===== src/rtl/rslt_accumulator.sv =====
// Frame accumulator: sums signed partial results per input frame and emits one
// saturated, scaled result beat per frame, grouped into packets of GROUP_SIZE.
module rslt_accumulator #(
    parameter int RSLT_WIDTH = 16,
    parameter int ACC_WIDTH  = 32,
    parameter int OUT_WIDTH  = 16,
    parameter int OUT_SHIFT  = 0,
    parameter int GROUP_SIZE = 4,
    parameter int ID_WIDTH   = 1,
    parameter int DEST_WIDTH = 1,
    parameter int USER_WIDTH = 1
) (
    input  logic                  clk,
    input  logic                  rst,
    input  logic [RSLT_WIDTH-1:0] s_axis_rslt_tdata,
    input  logic                  s_axis_rslt_tvalid,
    output logic                  s_axis_rslt_tready,
    input  logic                  s_axis_rslt_tlast,
    input  logic [ID_WIDTH-1:0]   s_axis_rslt_tid,
    input  logic [DEST_WIDTH-1:0] s_axis_rslt_tdest,
    input  logic [USER_WIDTH-1:0] s_axis_rslt_tuser,
    output logic [OUT_WIDTH-1:0]  m_axis_data_tdata,
    output logic                  m_axis_data_tvalid,
    input  logic                  m_axis_data_tready,
    output logic                  m_axis_data_tlast,
    output logic [ID_WIDTH-1:0]   m_axis_data_tid,
    output logic [DEST_WIDTH-1:0] m_axis_data_tdest,
    output logic [USER_WIDTH-1:0] m_axis_data_tuser,
    output logic                  err_saturate
);

    localparam int CNT_W = (GROUP_SIZE > 1) ? $clog2(GROUP_SIZE) : 1;
    localparam int WW    = (ACC_WIDTH > OUT_WIDTH) ? ACC_WIDTH : OUT_WIDTH;

    localparam logic signed [ACC_WIDTH-1:0] ACC_MAX = {1'b0, {(ACC_WIDTH-1){1'b1}}};
    localparam logic signed [ACC_WIDTH-1:0] ACC_MIN = {1'b1, {(ACC_WIDTH-1){1'b0}}};
    localparam logic signed [WW-1:0] OUT_MAX_W = {{(WW-OUT_WIDTH+1){1'b0}}, {(OUT_WIDTH-1){1'b1}}};
    localparam logic signed [WW-1:0] OUT_MIN_W = {{(WW-OUT_WIDTH+1){1'b1}}, {(OUT_WIDTH-1){1'b0}}};
    localparam logic [CNT_W-1:0] GRP_LAST = CNT_W'(GROUP_SIZE - 1);

    typedef enum logic {ACC, OUT} state_t;

    state_t state, state_next;

    logic signed [ACC_WIDTH-1:0] acc, acc_next, din, shifted;
    logic signed [ACC_WIDTH:0]   sum;
    logic signed [WW-1:0]        wide;
    logic                        acc_sat, out_sat, first, in_hs, out_hs;
    logic [CNT_W-1:0]            grp;
    logic [ID_WIDTH-1:0]         id_q;
    logic [DEST_WIDTH-1:0]       dest_q;
    logic [USER_WIDTH-1:0]       user_q;

    always_ff @(posedge clk or posedge rst) begin
        if (rst) state <= ACC;
        else     state <= state_next;
    end

    always_comb begin
        state_next         = state;
        s_axis_rslt_tready = 1'b0;
        m_axis_data_tvalid = 1'b0;
        m_axis_data_tlast  = 1'b0;
        case (state)
            ACC: begin
                s_axis_rslt_tready = 1'b1;
                if (s_axis_rslt_tvalid && s_axis_rslt_tlast) state_next = OUT;
            end
            OUT: begin
                m_axis_data_tvalid = 1'b1;
                m_axis_data_tlast  = (grp == GRP_LAST);
                if (m_axis_data_tready) state_next = ACC;
            end
            default: state_next = ACC;
        endcase
    end

    assign in_hs  = s_axis_rslt_tvalid & s_axis_rslt_tready;
    assign out_hs = m_axis_data_tvalid & m_axis_data_tready;

    // One extra bit of sum exposes signed overflow as a mismatch of the top two bits.
    always_comb begin
        din     = ACC_WIDTH'(signed'(s_axis_rslt_tdata));
        sum     = (ACC_WIDTH+1)'(acc) + (ACC_WIDTH+1)'(din);
        acc_sat = 1'b0;
        if (first) begin
            acc_next = din;
        end else if (sum[ACC_WIDTH] != sum[ACC_WIDTH-1]) begin
            acc_sat  = 1'b1;
            acc_next = sum[ACC_WIDTH] ? ACC_MIN : ACC_MAX;
        end else begin
            acc_next = sum[ACC_WIDTH-1:0];
        end
    end

    always_comb begin
        shifted = acc >>> OUT_SHIFT;
        wide    = WW'(shifted);
        out_sat = 1'b0;
        if (wide > OUT_MAX_W) begin
            out_sat           = 1'b1;
            m_axis_data_tdata = OUT_WIDTH'(OUT_MAX_W);
        end else if (wide < OUT_MIN_W) begin
            out_sat           = 1'b1;
            m_axis_data_tdata = OUT_WIDTH'(OUT_MIN_W);
        end else begin
            m_axis_data_tdata = OUT_WIDTH'(wide);
        end
    end

    always_ff @(posedge clk or posedge rst) begin
        if (rst) begin
            acc          <= '0;
            first        <= 1'b1;
            grp          <= '0;
            err_saturate <= 1'b0;
            id_q         <= '0;
            dest_q       <= '0;
            user_q       <= '0;
        end else begin
            if (in_hs) begin
                acc   <= acc_next;
                first <= 1'b0;
                if (first) begin
                    id_q   <= s_axis_rslt_tid;
                    dest_q <= s_axis_rslt_tdest;
                    user_q <= s_axis_rslt_tuser;
                end else begin
                    user_q <= user_q | s_axis_rslt_tuser;
                end
                if (acc_sat) err_saturate <= 1'b1;
            end
            if (out_hs) begin
                first <= 1'b1;
                grp   <= (grp == GRP_LAST) ? '0 : grp + 1'b1;
                if (out_sat) err_saturate <= 1'b1;
            end
        end
    end

    assign m_axis_data_tid   = id_q;
    assign m_axis_data_tdest = dest_q;
    assign m_axis_data_tuser = user_q;

endmodule


===== config.mk =====
export PLATFORM = sky130hd
export DESIGN_NAME = rslt_accumulator
export DESIGN_NICKNAME = d
export VERILOG_FILES = /design/src/rtl/rslt_accumulator.sv
export SDC_FILE = /design/constraint.sdc
export NUM_CORES = 1
export LEC_CHECK = 0
export ABC_CLOCK_PERIOD_IN_PS = 2900
export CAP_MARGIN = 20
export CORE_UTILIZATION = 51
export CTS_CLUSTER_SIZE = 16
export DETAILED_ROUTE_END_ITERATION = 7
export HOLD_SLACK_MARGIN = 0.03
export PLACE_DENSITY = 0.82
export SYNTH_ARGS = -nofsm -noshare
export SYNTH_HDL_FRONTEND = slang
export SYNTH_SLANG_ARGS = --single-unit

===== constraint.sdc =====
create_clock -name clk -period 2.9 [get_ports clk]
set_clock_uncertainty 0.2 [all_clocks]
set_input_delay 0.58 -clock clk [delete_from_list [all_inputs] [get_ports clk]]
set_output_delay 0.58 -clock clk [all_outputs]
set_load 0.03 [all_outputs]

# Word level (Yosys, flattened, before mapping)

Index checks and enable logic that the tools add are counted.

Add/sub/neg operators: 2
Eq/ne operators: 2
Reductions and logical operators: 3
Multiplexer cells: 23
Shift operators: 0
$mul: 0
Bitwise logic cells: 4
Div/mod/pow operators: 0
Order comparisons: 2

Operators with widths:

| operator                                                                           | count |
|---|---|
| 32-bit two-way mux                                                                 | 3 |
| 32-bit by 16-bit adder with 33-bit output                                          | 1 |
| 32-bit by 16-bit greater-than comparator with 1-bit output (second input constant) | 1 |
| 32-bit by 16-bit less-than comparator with 1-bit output (second input constant)    | 1 |
| 16-bit two-way mux                                                                 | 2 |
| 1-bit two-way mux                                                                  | 16 |
| 2-bit by 1-bit adder with 2-bit output (second input constant)                     | 1 |
| 1-bit AND                                                                          | 2 |
| 2-bit == test (second input constant)                                              | 1 |
| 2-bit two-way mux                                                                  | 1 |
| 1-bit case mux with 2 select lines                                                 | 1 |
| 2-bit AND reduction                                                                | 1 |
| 2-bit nonzero test                                                                 | 1 |
| 1-bit logical AND                                                                  | 1 |
| 1-bit inequality test                                                              | 1 |
| 1-bit inverter                                                                     | 1 |
| 1-bit bitwise OR                                                                   | 1 |

Word-level logic and storage cells: 44
Memories kept: 0
Memory bits (read-only): 0
Output and inout bits: 23
Bits in latches: 0
Bits in writable memories: 0
Bits in registers: 40

# Logic depth before layout (Yosys ltp)

Gate-level depths: netlist of the first run.

Word-level depth: 8
Depth in mapped cells: 14
Mapped depth without buffers: 12

# Worst setup path before layout of the first run

Ideal clock, no wire load.

Path kind: input-to-reg
Start: input port s_axis_rslt_tdata[6]
End: register acc[25]
Data arrival time: 3.037 ns
Path buffers: 2
Cell stages on the path: 11
Required time: 2.574 ns
Library setup time: 0.126 ns
Setup slack: -0.463 ns
Path through: ha_1 -> o21ai_0 -> a211o_1 -> o31ai_2 -> a41oi_4 -> o21ai_2 -> mux2_4 -> o21ba_1 -> buf_6 -> buf_6 -> a221o_1

Word-level cells in the longest chain between the ends: 4
Elaborated cells between the ends (all ways): 5
Classes of those cells: add/sub (1); eq/ne (1); mux (3)

RTL lines:

| item                                                               | RTL line | source |
|---|---|---|
| start, declared                                                    | 15       | `input logic [RSLT_WIDTH-1:0] s_axis_rslt_tdata,` |
| 32-bit by 16-bit adder with 33-bit output *                        | 84       | `sum = (ACC_WIDTH+1)'(acc) + (ACC_WIDTH+1)'(din);` |
| 32-bit two-way mux / 1-bit inequality test (equally long branches) | 90, 88   |  |
| 32-bit two-way mux *                                               | 88       | `end else if (sum[ACC_WIDTH] != sum[ACC_WIDTH-1]) begin` |
| 32-bit two-way mux *                                               | 86       | `if (first) begin` |
| end signal, assigned                                               | 122      | `acc <= acc_next;` |
| end, declared                                                      | 45       | `logic signed [ACC_WIDTH-1:0] acc, acc_next, din, shifted;` |

Mark *: on every way between the ends. The rest lies on a longest branch, timed or not.
A chain may end at the register's enable or synchronous reset.

# Worst setup path in the final report of the first run

Start: input port s_axis_rslt_tdata[13]
End: register acc[17]

The elaborated chain is that of the path after synthesis.

==> run metrics, run 1 <==
top achievable clock speed=298 MHz; I/O Pins=47; Synth warnings=0; # hold bufs at CTS=0; first-pass GRT wire length=26.4 mm; Critical Path RT=2.89 ns; Mean Syn Cell Area=8.57 um2; initial core utilization=53.1%; total congestion overflow=0; CP arrival=3.35 ns; Syn Nets=481; CTS max path bufs=2; Max VDD drop=0.762 mV; FP Rows=30; CTS clk-pin slew, worst paths=0.10 ns; Synth area leader=dfrtp_1; most frequent cells in the layout=154 x buf_4, 39 x nand2_1, 38 x dfrtp_1; R2R Setup Slk=-0.45 ns; total of flip-flops plus latches after synthesis=40; fraction of registers with async set/reset=100%; # DRC=0; Area Overhead vs Synth=72.5%; outcome=finished with violations; Final Setup Violations=38; Hold Vio Cnt, Final=0; Hold WC Path Type=register to register; Die X=86.3 um; vias in the first global route=4957; TritonCTS buffer count=5; number of H-tree levels=2; leak pwr=0.00277 uW; vias per cell=7.01; die area=0.00745 mm2; Via Count=5098; CTS Root Cell=clkbuf_8; crit start category=input pin; Syn Inst Count=423; RSZ-0062 raised after global routing=true; IO Port Bufs=46; final core utilization=91.6%; Slew Limit Fails=0; non-filler cells, final=727; clock sink total=40; Tot Pwr=8820 uW; EDFF count, synth=0; most used flip-flop cell after synthesis=dfrtp_1; Clock Latency Late Sink=0.32 ns; period utilization=116%; Initial DRC Count=881; Placer Congestion=0.929; Routed wire per std cell=26.3 um; core area=0.00683 mm2; drt first pass iters=7; # diodes=0; Worst Tran Pin Value=0.871 ns; TritonCTS clock tree=yes; Cells after DPL=694; synth unique cells=61; setup ws final=-0.455 ns; Seq/Total Area, Yosys=27.6%; Routed Antenna Nets=0; GRT Total Usage=47.0%; critical path endpoint category=register; power per cell area=1410 mW/mm2; commonest non-fill, non-tap cell in the layout=buf_4; Die Span Y=86.3 um; share of cells above drive strength 1=48.0%; Post-DP HPWL=9.36 mm; final total negative setup slack=-13.21 ns; final net count=688; CP max FO=8; failing checks=setup timing; Max Cap Viol=0; post-layout min period=3.35 ns; initial antenna violation count=0; Yosys top cell area share=26.9%; max_slew headroom=41.8%; Mapped Area=0.00363 mm2; Routed WL=19.1 mm; top post-synthesis cells by area=dfrtp_1 27%, ha_1 11%, a21oi_1 6.1%, nand2_1 4.5%, a221o_1 4.4%; WS Path Type=input pin to register; largest net degree at the start of global routing=41
-- power by group --
part	switching, uW	internal [uW]
Sequential	337	823
Combinational	3700	3440
Clock	256	260
-- stage by stage --
stage	hold WS [ns]	area, um2	setup WS (ns)
floorplan	0.280	3840	-0.309
global placement	0.247	5420	-0.974
detailed placement	0.261	5420	-1.08
CTS	0.282	5980	-0.266
finish	0.322	6250	-0.455
global route	0.339	6250	-0.512
-- kinds of logic after synthesis --
family	count (synthesis)	share of synthesized area, %
flops	40	27.6
mux	6	1.93
simple gates	124	16.7
fa+ha+maj	34	11.9
buf+inv	29	3.45
compound gates	163	31.9
xor+xnor	27	6.52
-- cells in the mapped netlist, types with 12 or more instances --
cell,count
a21o_1,19
a21oi_1,44
a221o_1,16
clkbuf_1,12
dfrtp_1,39
ha_1,33
inv_1,14
nand2_1,43
nor2_1,26
o21a_1,15
o21ai_0,24
xnor2_1,18
-- sequential cells by signal, indices dropped and copies added (netlist names) --
name / cells
acc: 32
grp: 2
err_saturate: 1
first: 1
m_axis_data_tdest: 1
m_axis_data_tid: 1
m_axis_data_tuser: 1
state: 1
-- worst max-delay path, cell delays in order --
cell	delay, ns
dlygate4sd2_1	0.27
ha_4	0.25
a21oi_1	0.33
nand2_1	0.22
a211oi_2	0.30
a21oi_4	0.14
a21oi_4	0.24
o32ai_2	0.11
mux2_4	0.33
o21ba_4	0.25
a221o_1	0.32
-- worst paths after layout --
check | start | cells past startpoint | to
worst max-delay path | s_axis_rslt_tdata[13] | 11 | acc[17]
worst min-delay path | m_axis_data_tdest | 1 | m_axis_data_tdest
worst max register to register | acc[3] | 12 | acc[25]
worst min register to register | m_axis_data_tdest | 1 | m_axis_data_tdest
max in group asynchronous | rst | 3 | acc[8]
min in group asynchronous | rst | 3 | acc[24]
-- layer usage --
metal | share of wire [%] | up-vias | routed length [um] | global-route usage, %
li1 | - | 2009 | - | -
met4 | 10 | 0 | 1970 | 31.5
met3 | 12 | 205 | 2390 | 15.8
met1 | 33 | 2366 | 6350 | 53.3
met5 | 0 | - | 0 | 0
met2 | 44 | 518 | 8440 | 75.2
-- area by class of cell --
type	instances	area [um2]
clock buffers	5	68.8
flip-flops and latches	40	1000
repair buffers	214	1790
multi-input cells	355	3170
fillers	258	577
inverters	14	52.6
well taps	96	120
clock inverters	3	46.3
-- what timing repair did --
action                                  CTS  global route
endpoints found under the setup margin   35            48
pin swaps                                45            35
buffers inserted                         16            10
gates resized for setup                 104            55
gates cloned                              2             1
No activity file was read; power rests on OpenSTA's default activity.
==> run 2: changes to the inputs <==
- ABC_AREA: not set -> 1
- CORE_UTILIZATION: 51 -> 53
- CTS_CLUSTER_SIZE: 16 -> not set
==> run metrics, run 2 <==
FF/Latch Area=0.00100 mm2; Via Count=5661; # DRC=0; fraction of registers with async set/reset=100%; TritonCTS buffer count=5; leak pwr=0.00353 uW; critical path endpoint category=output port; RSZ-0062 raised after global routing=true; Worst Tran Pin Value=0.566 ns; initial antenna violation count=0; Hold Vio Cnt, Final=0; slowest cell delay on critical path=0.49 ns; GRT Total Usage=36.2%; most frequent cells in the layout=334 x nand2_1, 133 x buf_4, 63 x inv_1; failing checks=setup timing; most frequent cell after synthesis=nand2_1; multi-input logic area=0.00341 mm2; largest net degree at the start of global routing=41; final instance area=0.00652 mm2; die area=0.00866 mm2; initial core utilization=55.7%; Top delay family on crit path=buffers and inverters; Post-DP Area=0.00599 mm2; non-filler cells, final=1024; worst setup path startpoint=acc[22]; # hold bufs at CTS=0; Hold WC Path Type=register to register; CP arrival=2.17 ns; final core utilization=82.6%; CTS clk-pin slew, worst paths=0.11 ns; drt first pass iters=8; largest registers=acc: 32 flops, grp: 2 flops; vias per cell=5.53; Area Overhead vs Synth=48.3%; CP Cell Sequence=nand4_1 -> nor2_1 -> a31oi_1 -> inv_1 -> buf_4 -> nand2_1 -> nand2_1 -> clkdlybuf4s15_1; outcome=finished with violations; R2R Setup Slk=0.05 ns; share of cells above drive strength 1=26.9%; Synth area leader=nand2_1; core area=0.00789 mm2; Die X=93.1 um; Worst R2R Start=acc[0]; Initial DRC Count=380; Max Cap Viol=0; CP dominant cell by count=nand2_1; Cells after DPL=1009; Mean Syn Cell Area=5.93 um2; Syn Inst Count=741; largest reg by FF count=acc; number of H-tree levels=2; pre-CTS setup slack=-0.590 ns; Placer Congestion=0.985; power per cell area=1280 mW/mm2; IO Port Bufs=46; max_slew headroom=62.3%; synth unique cells=36; WP buf/inv=3; Routed Antenna Nets=0; FP Rows=32; Critical Path Stages=8; TritonCTS clock tree=yes; top post-synthesis cells by area=nand2_1 29%, dfrtp_1 22%, ha_1 9.4%, inv_1 5.5%, nor2_1 5.4%; # diodes=0; WS Path Type=register to output port; Setup crit end=m_axis_data_tdata[5]; Post-DP HPWL=11.8 mm; I/O Pins=47; final net count=979; CTS max path bufs=2; crit start category=register; setup ws final=-0.0505 ns; EDFF count, synth=0; Max VDD drop=0.758 mV; top achievable clock speed=339 MHz; Critical Path RT=2.12 ns; Mapped Area=0.00440 mm2; period utilization=102%; Tot Pwr=8340 uW; Routed wire per std cell=16.3 um; vias in the first global route=5417; Seq/Total Area, Yosys=22.8%; Syn Nets=799; CTS Root Cell=clkbuf_8; total of flip-flops plus latches after synthesis=40; Die Span Y=93.1 um; post-layout min period=2.95 ns; Clock Latency Late Sink=0.32 ns; CP max stage cell=dfrtp_1; Largest register FFs=32; clock sink total=40; Yosys top cell area share=29.3%; most used flip-flop cell after synthesis=dfrtp_1; Routed WL=16.7 mm; commonest non-fill, non-tap cell in the layout=nand2_1; FILL cells=508; Critical R2R Capture=acc[2]; Synth warnings=0; Final Setup Violations=6; synth cell count leaders=343 x nand2_1, 65 x inv_1, 63 x nor2_1, 39 x dfrtp_1, 38 x a21oi_1; CP max FO=11; total congestion overflow=0; first-pass GRT wire length=24.4 mm; Slew Limit Fails=0; worst r2r path cells=20
-- run 2: layer usage --
metal  global-route usage [%]  part of all wire [%]  vias to the layer above  routed length [um]
met4                     16.2                   5.0                        0                 830
met2                     67.5                    50                      295                8270
met5                        0                     0                        -                   0
met3                     4.31                   7.2                       78                1210
li1                         -                     -                     2699                   -
met1                     41.1                    38                     2589                6380
-- run 2: cell type report --
class	instances	share of cell area, %
Inverter	71	4.09
Sequential cell	40	15.4
Tap cell	102	1.96
Multi-Input combinational cell	616	52.2
Clock buffer	5	1.06
Clock inverter	3	0.653
Timing Repair Buffer	187	24.6
-- run 2: how the worst min path moves through the flow --
stage | start | depth (start not counted) | to | slack, ns
global placement | err_saturate | 2 | err_saturate | 0.25
floorplan | grp[1] | 2 | grp[1] | 0.25
CTS | err_saturate | 2 | err_saturate | 0.29
global route | m_axis_data_tdest | 2 | m_axis_data_tdest | 0.33
finish | m_axis_data_tdest | 2 | m_axis_data_tdest | 0.29
detailed placement | m_axis_data_tdest | 2 | m_axis_data_tdest | 0.27
-- run 2: worst register-to-register path, cell delays in order, from the launching register on --
cell	delay, ns
dfrtp_1	0.38
ha_2	0.20
inv_1	0.09
fa_2	0.43
inv_2	0.08
nand2_1	0.06
nand2_2	0.09
nand3_2	0.08
nand2_2	0.12
nand2_1	0.08
nand2_2	0.12
nand2_4	0.07
nand2_2	0.07
nand2_1	0.08
nand2_2	0.10
nand2_4	0.09
clkbuf_16	0.18
nand2_1	0.08
nand2_2	0.05
nand2_1	0.06
nand2_1	0.06
-- run 2: per-stage QoR --
step	TNS [ns]	hold slack, ns
4_1_cts	-1.99	0.291
2_1_floorplan	0	0.253
3_5_place_dp	-17.98	0.265
6_report	-0.250	0.291
5_1_grt	-2.97	0.325
3_3_place_gp	-15.40	0.254
-- run 2: where the power goes --
part,total [uW],internal (uW),switching [uW]
combinational,6640,3010,3630
clock,512,256,256
sequential,1190,822,368
total,8340,4090,4250
-- run 2: logic make-up (layout without fill, tap and decap cells) --
group | after synthesis | after routing | synth area share [%]
xor+xnor | 20 | 20 | 3.98
buf+inv | 85 | 266 | 7.60
flops | 40 | 40 | 22.8
compound gates | 66 | 66 | 9.05
fa+ha+maj | 34 | 34 | 9.85
simple gates | 496 | 496 | 46.7
-- run 2: repair_timing --
action	in CTS	in global routing
pin swaps	2	7
buffers inserted	1	4
gates cloned	0	2
setup endpoints to repair	47	47
resized for setup	30	74
